**src/rtl/systolic_pkg.sv**
```systemverilog
// Shared widths, FSM encoding and lane helpers for the INT4xFP16 systolic array slice
// (feeder, pe and array top).
package systolic_pkg;

    localparam int ACT_W = 16;
    localparam int WGT_W = 4;

    typedef enum logic [1:0] {
        LOAD   = 2'd0,
        LOADED = 2'd1,
        STREAM = 2'd2
    } feeder_state_e;

    // One edge slot: activation, weight and its valid flag.
    function automatic int slot_bits(input int act_w, input int wgt_w);
        return act_w + wgt_w + 1;
    endfunction

    function automatic int idx_bits(input int depth);
        return (depth > 1) ? $clog2(depth) : 1;
    endfunction

endpackage

```
**src/rtl/skew_delay.sv**
```systemverilog
// Per-lane delay line of DEPTH cycles with zero fill; DEPTH=0 is a plain wire.
module skew_delay #(
    parameter int DEPTH = 0,
    parameter int W     = 1
) (
    input  logic         clk,
    input  logic         rst_n,
    input  logic [W-1:0] d_in,
    output logic [W-1:0] d_out
);

    generate
        if (DEPTH == 0) begin : g_pass
            logic unused_pass;
            assign unused_pass = clk ^ rst_n;
            assign d_out = d_in;
        end else begin : g_shift
            logic [W-1:0] pipe_q [DEPTH];
            logic [W-1:0] pipe_d [DEPTH];

            always_comb begin
                pipe_d[0] = d_in;
                for (int s = 1; s < DEPTH; s++) begin
                    pipe_d[s] = pipe_q[s-1];
                end
            end

            always_ff @(posedge clk or negedge rst_n) begin
                if (!rst_n) begin
                    for (int s = 0; s < DEPTH; s++) begin
                        pipe_q[s] <= '0;
                    end
                end else begin
                    pipe_q <= pipe_d;
                end
            end

            assign d_out = pipe_q[DEPTH-1];
        end
    endgenerate

endmodule

```
**src/rtl/systolic_feeder.sv**
```systemverilog
// Tile buffer and diagonally skewed west/north edge driver for the systolic array.
// Optional SYSTOLIC_FEEDER_PERF_CNT_EN adds the perf_cycles stream-length counter.
module systolic_feeder
    import systolic_pkg::*;
#(
    parameter int N                = 4,
    parameter int ACTIVATION_WIDTH = ACT_W,
    parameter int WEIGHT_WIDTH     = WGT_W,
    parameter int K_MAX            = 16
) (
    input  logic                          clk,
    input  logic                          rst_n,
    input  logic                          in_valid,
    output logic                          in_ready,
    input  logic [N*ACTIVATION_WIDTH-1:0] in_act,
    input  logic [N*WEIGHT_WIDTH-1:0]     in_wgt,
    input  logic                          in_last,
    input  logic                          start,
    output logic                          busy,
    output logic                          done,
    output logic [N*ACTIVATION_WIDTH-1:0] act_out,
    output logic [N*WEIGHT_WIDTH-1:0]     wgt_out,
    output feeder_state_e                 dbg_state,
    output logic [N-1:0]                  lane_valid
`ifdef SYSTOLIC_FEEDER_PERF_CNT_EN
    ,
    output logic [31:0]                   perf_cycles
`endif
);

    localparam int AW     = ACTIVATION_WIDTH;
    localparam int WW     = WEIGHT_WIDTH;
    localparam int CNT_W  = $clog2(K_MAX + 1);
    localparam int T_W    = $clog2(K_MAX + N);
    localparam int IDX_W  = idx_bits(K_MAX);
    localparam int SLOT_W = slot_bits(AW, WW);

    feeder_state_e state_q, state_d;
    logic [CNT_W-1:0] count_q, count_d, k_q, k_d;
    logic [T_W-1:0]   t_q, t_d;
    logic             in_ready_q, in_ready_d;
    logic             fin_q, fin_d, done_q, done_d;
    logic [N*AW-1:0]  act_out_q, act_out_d;
    logic [N*WW-1:0]  wgt_out_q, wgt_out_d;
    logic [N-1:0]     lane_valid_q, lane_valid_d;
    logic             wr_en, row_valid;
    logic [N*AW-1:0]  skew_act;
    logic [N*WW-1:0]  skew_wgt;
    logic [N-1:0]     skew_vld;

    logic [N*AW-1:0]  act_mem_q [K_MAX];
    logic [N*WW-1:0]  wgt_mem_q [K_MAX];

    always_ff @(posedge clk) begin
        if (wr_en) begin
            act_mem_q[count_q[IDX_W-1:0]] <= in_act;
            wgt_mem_q[count_q[IDX_W-1:0]] <= in_wgt;
        end
    end

    // Row t of the tile enters every lane at once; the lane delay lines add the skew.
    assign row_valid = (state_q == STREAM) && (t_q < T_W'(k_q));

    for (genvar i = 0; i < N; i++) begin : g_lane
        logic [SLOT_W-1:0] slot_in, slot_out;
        assign slot_in = row_valid ? {1'b1, act_mem_q[t_q[IDX_W-1:0]][i*AW +: AW],
                                      wgt_mem_q[t_q[IDX_W-1:0]][i*WW +: WW]} : '0;
        skew_delay #(.DEPTH(i), .W(SLOT_W)) u_skew (
            .clk   (clk),
            .rst_n (rst_n),
            .d_in  (slot_in),
            .d_out (slot_out)
        );
        assign skew_vld[i]          = slot_out[SLOT_W-1];
        assign skew_act[i*AW +: AW] = slot_out[WW +: AW];
        assign skew_wgt[i*WW +: WW] = slot_out[WW-1:0];
    end

    always_comb begin
        state_d      = state_q;
        count_d      = count_q;
        k_d          = k_q;
        t_d          = t_q;
        wr_en        = 1'b0;
        fin_d        = 1'b0;
        done_d       = fin_q;
        act_out_d    = '0;
        wgt_out_d    = '0;
        lane_valid_d = '0;
        case (state_q)
            LOAD: begin
                if (in_valid && in_ready_q) begin
                    wr_en   = 1'b1;
                    count_d = count_q + CNT_W'(1);
                    if (in_last || (count_q == CNT_W'(K_MAX - 1))) begin
                        k_d     = count_q + CNT_W'(1);
                        state_d = LOADED;
                    end
                end
            end
            LOADED: begin
                if (start) begin
                    t_d     = '0;
                    state_d = STREAM;
                end
            end
            STREAM: begin
                act_out_d    = skew_act;
                wgt_out_d    = skew_wgt;
                lane_valid_d = skew_vld;
                t_d          = t_q + T_W'(1);
                if (t_q == T_W'(k_q) + T_W'(N - 2)) begin
                    state_d = LOAD;
                    count_d = '0;
                    fin_d   = 1'b1;
                end
            end
            default: state_d = LOAD;
        endcase
        in_ready_d = (state_d == LOAD) && (count_d < CNT_W'(K_MAX));
    end

    always_ff @(posedge clk or negedge rst_n) begin
        if (!rst_n) begin
            state_q      <= LOAD;
            count_q      <= '0;
            k_q          <= '0;
            t_q          <= '0;
            in_ready_q   <= 1'b0;
            fin_q        <= 1'b0;
            done_q       <= 1'b0;
            act_out_q    <= '0;
            wgt_out_q    <= '0;
            lane_valid_q <= '0;
        end else begin
            state_q      <= state_d;
            count_q      <= count_d;
            k_q          <= k_d;
            t_q          <= t_d;
            in_ready_q   <= in_ready_d;
            fin_q        <= fin_d;
            done_q       <= done_d;
            act_out_q    <= act_out_d;
            wgt_out_q    <= wgt_out_d;
            lane_valid_q <= lane_valid_d;
        end
    end

    assign in_ready   = in_ready_q;
    assign busy       = (state_q == STREAM);
    assign done       = done_q;
    assign act_out    = act_out_q;
    assign wgt_out    = wgt_out_q;
    assign lane_valid = lane_valid_q;
    assign dbg_state  = state_q;

`ifdef SYSTOLIC_FEEDER_PERF_CNT_EN
    logic [31:0] perf_q, perf_d;
    logic        perf_run_q, perf_run_d;

    always_comb begin
        perf_d     = perf_q;
        perf_run_d = perf_run_q;
        if ((state_q == LOADED) && start) begin
            perf_d     = '0;
            perf_run_d = 1'b1;
        end else if (perf_run_q) begin
            if (perf_q != '1) perf_d = perf_q + 32'd1;
            if (done_q) perf_run_d = 1'b0;
        end
    end

    always_ff @(posedge clk or negedge rst_n) begin
        if (!rst_n) begin
            perf_q     <= '0;
            perf_run_q <= 1'b0;
        end else begin
            perf_q     <= perf_d;
            perf_run_q <= perf_run_d;
        end
    end

    assign perf_cycles = perf_q;
`endif

endmodule

```
**config.mk**
```make
export PLATFORM = sky130hd
export DESIGN_NAME = systolic_feeder
export DESIGN_NICKNAME = d
export VERILOG_FILES = /design/src/rtl/systolic_pkg.sv /design/src/rtl/skew_delay.sv /design/src/rtl/systolic_feeder.sv
export SDC_FILE = /design/constraint.sdc
export NUM_CORES = 1
export LEC_CHECK = 0
export BUFFER_PORTS_ARGS = -buffer_cell sky130_fd_sc_hd__buf_2
export CORE_UTILIZATION = 53
export DETAILED_ROUTE_END_ITERATION = 8
export PLACE_DENSITY_LB_ADDON = 0.25
export SLEW_MARGIN = 25
export SYNTH_ARGS = -nofsm -noshare
export SYNTH_HDL_FRONTEND = slang
export SYNTH_HIERARCHICAL = 1
export SYNTH_SLANG_ARGS = --single-unit
```
**constraint.sdc**
```tcl
create_clock -name clk -period 7.65 [get_ports clk]
set_input_delay 1.53 -clock clk [delete_from_list [all_inputs] [get_ports clk]]
set_output_delay 1.53 -clock clk [all_outputs]
set_load 0.005 [all_outputs]
```
==> out/results.txt, run 1 <==
Status - completed
Via Count - 25,100
Ranking of synthesized cells by area - edfxtp_1, mux4_2, dfrtp_1
Sequential power share - 45.2%
RSZ-0062 raised after global routing - no
Cell row count - 118
Setup TNS - 0 ns
Antenna viol nets, final - 0
Final Critical Period - 4.04 ns
Final core occ - 60.6%
GRT overflow - 0
CP max FO - 61
Int Pwr - 16.0 mW
Sequential element share of the synthesized area - 79.3%
Largest net degree at the start of global routing - 117
Final hold vios - 0
CP Buf/Inv Count - 3
Layout cell share with drive strength beyond 1 - 28.5%
Ys async rst share - 15.2%
Die area - 106,000 sq um
Vias in the first global route - 26,500
DRT Pass-1 Iters - 5
Largest delay share family, worst path - buffers and inverters
Total Routing Usage GR - 22.8%
CORE AREA - 104,000 sq um
Mean post-synth cell area - 23.1 sq um
Rel. slew slack - 23.5%
Drt initial violations - 3,023
WP data required - 8.20 ns
Critical Path, Cell by Cell - buf_4, buf_4, buf_4, mux4_2, mux2i_1, o22ai_1
Hold Crit Depth - 0
Hpwl dp - 62.1 mm
Final period util - 52.8%
Setup crit start - t_q[1]
Final setup viols - 0
WS Path Type - reg2reg
Count leader, synth - edfxtp_1
Via density per instance - 6.04
Global-route wire length before repair - 176 mm
Yosys warns - 6
Initial Utilization - 53.6%
Yosys reg bits - 1,510
IO Count - 174
R2R cell count - 6
Endpoint of the worst register-to-register path - g_lane[2].u_skew/g_shift.pipe_d[4]
Die H - 326 um
Yosys top cell area share - 69.0%
Worst r2r src - t_q[1]
Die W - 326 um
Clk Tree Root Cell - clkbuf_16
VDD IR max - 0.348 mV
Worst reg-to-reg setup slack - 3.61 ns
Primary FF master, synth - edfxtp_1
Worst EP arrival - 4.59 ns
Clock transition at path regs - 0.06 ns
Detailed Route WL - 119 mm
Post-CTS Setup Bufs - 0
Most used cell, CP - buf_4
Leak Pwr - 21.4 nW
Sw Share - 26.4%
Synthesized instance count - 2,417
Layout area overhead - 13.1%
CTS tree - done
Worst slew pin tran - 1.15 ns
Input/output buffers - 173
Antenna violations before repair - 29
Post-synth EDFFs - 1,280
Synth unique cells - 39
Largest area contributor in the netlist - edfxtp_1
Comb pwr share - 21.3%
Cts bufs inserted - 147
Switching power - 5.72 mW
Cell Pwr Density - 344 nW/um^2
Synthesized area - 55,700 sq um
Syn_nets - 2,514
Worst Setup Start Kind - register
Number of clock sinks - 1,510
# DRC - 0
Placer Congestion - 0.785
Crit path max-delay cell type - buf_4
Min-Delay Path Class - reg2reg
Clock Latency Late Sink - 0.75 ns
CP max stage delay - 0.84 ns
Clock skew - 0.0244 ns
Hold endpoint - g_lane[3].u_skew/g_shift.pipe_d[6]
CTS max path bufs - 3
Post-CTS Hold Fix Bufs - 0
Routed len/inst - 28.6 um
Min-delay src - g_lane[3].u_skew/g_shift.pipe_d[27]
Post-CTS Resized - 0
Clock network power share - 33.6%
Post-synth top cells - edfxtp_1, mux4_2, dfrtp_1
Fmax - 247 MHz
H-tree depth - 4
Endpoint type of the worst setup path - register
Total Nets Final - 2,745
Max cap viols - 0
Pins over their slew limit - 0
-- state kept, by name (all words and copies together), names as in the netlist, 2 cells and up --
signal / flops
act_mem_q: 1024
wgt_mem_q: 256
act_out: 64
g_lane.u_skew/d_out: 63
g_lane.u_skew/g_shift.pipe_d: 63
wgt_out: 16
count_q: 5
k_q: 5
t_q: 5
lane_valid: 4
dbg_state: 2
-- how the worst max path moves through the flow --
stage | cells past startpoint | slack [ns] | to
final | 6 | 3.61 | g_lane[2].u_skew/g_shift.pipe_d[4]
after floorplan | 4 | 1.64 | act_mem_q[11][0]
after global routing | 7 | 3.43 | wgt_out[0]
after CTS | 6 | 3.40 | wgt_out[2]
after global placement | 7 | 3.22 | act_out[10]
after detailed placement | 6 | 3.16 | wgt_mem_q[0][11]
-- cells by family after synthesis --
kind of cell	Yosys count	synth area share [%]
multiplexers	481	15.8
AND/OR/NAND/NOR	144	1.50
buffers and inverters	154	1.75
flip-flops	1510	79.3
AO/OA/AOI/OAI	109	1.23
adder cells (fa/ha/maj)	12	0.269
XOR/XNOR	7	0.110
-- cells in the final DEF, fill, tap and decap left out, drive strengths merged, types with 3 or more instances in the layout --
cell	n
a211oi	3
a21oi	10
and2	84
and3	4
buf	226
bufinv	11
clkbuf	217
clkinv	36
clkinvlp	4
dfrtp	230
diode	5
edfxtp	1280
ha	12
inv	17
mux2i	160
mux4	320
nand2	13
nand2b	3
nand3	4
nor2	24
nor3	6
o21ai	5
o22ai	83
o31ai	3
xnor2	4
xor2	3
-- metrics by stage --
| stage | worst slack, ns | total power [mW] | hold slack [ns] | instance area, sq um | instances |
|---|---|---|---|---|---|
| after detailed placement | 3.16 | 14.6 | 0.335 | 58000 | 3876 |
| after floorplan | 1.64 | 13.4 | 0.331 | 55700 | 2417 |
| after global routing | 3.43 | 22.5 | 0.342 | 63000 | 4155 |
| after global placement | 3.22 | 14.5 | 0.332 | 57900 | 3875 |
| after CTS | 3.40 | 21.8 | 0.342 | 62900 | 4151 |
| final | 3.61 | 21.7 | 0.337 | 63000 | 4159 |
-- routing by layer --
metal	up-vias	track usage (%)	share of wire, %
li1	10400	-	-
met1	13600	32.6	42
met2	938	36.0	48
met3	188	5.47	8.2
met4	22	5.29	1.8
met5	-	0	0.13
-- area by class of cell --
cell class,instances,area (sq um)
clock inverter,58,648
fill,7171,40900
tap,1380,1730
antenna,5,12.5
timing repair buffer,226,1380
inverter,10,40.0
clock buffer,217,4280
multi-input combinational,753,10700
sequential,1510,44200
-- power groups by stage --
stage	combinational (mW)	clock (mW)	sequential [mW]
6_report	4.61	7.27	9.78
5_1_grt	4.95	7.69	9.83
4_1_cts	4.55	7.39	9.89
3_5_place_dp	4.52	0	10.0
3_3_place_gp	4.41	0	10.1
2_1_floorplan	3.69	0	9.74
(Power assumes the default switching activity.)
==> inputs of run 2 (changes only) <==
==> constraint.sdc (replaced) <==
create_clock -name clk -period 4 [get_ports clk]
set_input_delay 0.8 -clock clk [delete_from_list [all_inputs] [get_ports clk]]
set_output_delay 0.8 -clock clk [all_outputs]
set_load 0.005 [all_outputs]
==> out/results.txt, run 2 (same netlist as run 1, synthesis figures left out) <==
IO Count - 174 (unchanged)
Setup TNS - 0 ns (unchanged)
Routed len/inst - 27.0 um (was 28.6 um)
Most used cell, CP - buf_4 (unchanged)
CP Buf/Inv Count - 2 (was 3)
# DRC - 0 (unchanged)
Largest net degree at the start of global routing - 162 (was 117)
Place WS - 0.967 ns (was 3.16 ns)
Final period util - 71.5% (was 52.8%)
Setup WS post-layout - 1.14 ns (was 3.61 ns)
R2R cell count - 7 (was 6)
Crit path max-delay cell type - dfrtp_4 (was buf_4)
Clock skew - 0.0266 ns (was 0.0244 ns)
Fmax - 349 MHz (was 247 MHz)
Drt initial violations - 2,240 (was 3,023)
Pins over their slew limit - 0 (unchanged)
CP max stage delay - 0.57 ns (was 0.84 ns)
Total Routing Usage GR - 21.7% (was 22.8%)
Max reg flops - 1,024 (unchanged)
VDD IR max - 0.611 mV (was 0.348 mV)
Largest delay share family, worst path - compound AO/OA/AOI/OAI gates (was buffers and inverters)
Worst EP arrival - 3.52 ns (was 4.59 ns)
Highest-count cells in the layout ignoring fill and taps - edfxtp_1, mux4_2, dfrtp_1 (unchanged)
FILL cells - 7,112 (was 7,171)
Worst Setup Start Kind - register (unchanged)
Min-Delay Path Class - in2async (was reg2reg)
WHS - 0.0596 ns (was 0.337 ns)
Antenna violations before repair - 14 (was 29)
Final Cell Area - 63,500 sq um (was 63,000 sq um)
Clock Latency Late Sink - 0.75 ns (about the same)
GRT overflow - 0 (unchanged)
Cell row count - 118 (unchanged)
Antenna viol nets, final - 0 (unchanged)
Clk Tree Root Cell - clkbuf_16 (unchanged)
Final core occ - 61.0% (was 60.6%)
Placed cell areas - 58,400 sq um (was 58,000 sq um)
Critical Path, Cell by Cell - ha_1, nor2b_1, o2111ai_1, nand4b_4, buf_4, buf_4, o22ai_1 (was buf_4, buf_4, buf_4, mux4_2, mux2i_1, o22ai_1)
Rel. slew slack - 24.7% (was 23.5%)
Clock transition at path regs - 0.06 ns (about the same)
WP data required - 4.66 ns (was 8.20 ns)
Max cap viols - 0 (unchanged)
DRT Pass-1 Iters - 5 (unchanged)
Global-route wire length before repair - 169 mm (was 176 mm)
Hpwl dp - 58.8 mm (was 62.1 mm)
Die area - 106,000 sq um (unchanged)
Number of clock sinks - 1,510 (unchanged)
Cell Pwr Density - 654 nW/um^2 (was 344 nW/um^2)
CORE AREA - 104,000 sq um (unchanged)
Final hold vios - 0 (unchanged)
Total Nets Final - 2,756 (was 2,745)
Input/output buffers - 173 (unchanged)
Comb pwr share - 21.1% (was 21.3%)
Die W - 326 um (unchanged)
Sequential power share - 44.9% (was 45.2%)
Placer Congestion - 0.761 (was 0.785)
Leak Pwr - 21.6 nW (was 21.4 nW)
Int Pwr - 30.8 mW (was 16.0 mW)
Layout area overhead - 13.9% (was 13.1%)
Placed Instances - 3,886 (was 3,876)
Switching power - 10.7 mW (was 5.72 mW)
Worst slew pin tran - 1.13 ns (was 1.15 ns)
WS Path Type - reg2reg (unchanged)
Post-CTS Resized - 0 (unchanged)
CTS max path bufs - 3 (unchanged)
Final Critical Period - 2.86 ns (was 4.04 ns)
Via density per instance - 5.93 (was 6.04)
Layout cell share with drive strength beyond 1 - 29.1% (was 28.5%)
Total power - 41.5 mW (was 21.7 mW)
Cts bufs inserted - 150 (was 147)
CTS tree - done (unchanged)
Detailed Route WL - 113 mm (was 119 mm)
Endpoint type of the worst setup path - register (unchanged)
Sw Share - 25.9% (was 26.4%)
Vias in the first global route - 25,900 (was 26,500)
Initial Utilization - 53.6% (unchanged)
RSZ-0062 raised after global routing - no (unchanged)
Die H - 326 um (unchanged)
Status - completed (unchanged)
Final setup viols - 0 (unchanged)
Fin cells - 4,173 (was 4,159)
H-tree depth - 4 (unchanged)
Post-CTS Setup Bufs - 0 (unchanged)
Clock network power share - 34.0% (was 33.6%)
Commonest non-fill, non-tap cell in the layout - edfxtp_1 (unchanged)
Via Count - 24,700 (was 25,100)
Post-CTS Hold Fix Bufs - 0 (unchanged)
Critical path depth - 7 (was 6)
CP max FO - 17 (was 61)
run 2: metal layers:
layer | share of wire (%) | track usage (%) | wire (um) | up-vias
met4 | 1.8 | 5.62 | 2050 | 6
met2 | 49 | 34.2 | 54800 | 769
met5 | 0.030 | 0 | 34 | -
li1 | - | - | - | 10400
met1 | 43 | 31.7 | 48900 | 13300
met3 | 6.1 | 4.00 | 6870 | 166
run 2: worst paths after layout:
path	from	endpoint	slack [ns]
max in group asynchronous	rst_n	g_lane[3].u_skew/d_out[14]	3.05
hold reg to reg	g_lane[3].u_skew/g_shift.pipe_d[6]	g_lane[3].u_skew/d_out[6]	0.33
setup reg to reg	t_q[1]	g_lane[2].u_skew/g_shift.pipe_d[9]	1.14
hold / removal	rst_n	dbg_state[1]	0.06
min in group clk	start	dbg_state[0]	0.27
setup / recovery	t_q[1]	g_lane[2].u_skew/g_shift.pipe_d[9]	1.14
run 2: area by class of cell:
cell class | instances | area [sq um] | share of cell area [%]
antenna | 6 | 15.0 | 0.0237
clock buffer | 207 | 4280 | 6.74
clock inverter | 73 | 783 | 1.23
inverter | 10 | 40.0 | 0.0631
multi-input combinational | 753 | 10700 | 16.9
sequential | 1510 | 44200 | 69.7
tap | 1380 | 1730 | 2.72
timing repair buffer | 234 | 1700 | 2.69
run 2: power by group through the flow:
stage | clock network, mW | registers, mW | logic (mW)
5_1_grt | 15.0 | 18.7 | 9.42
4_1_cts | 14.4 | 18.6 | 8.89
3_5_place_dp | 0 | 18.9 | 8.83
6_report | 14.1 | 18.6 | 8.75
3_3_place_gp | 0 | 18.9 | 8.72
2_1_floorplan | 0 | 18.6 | 7.06
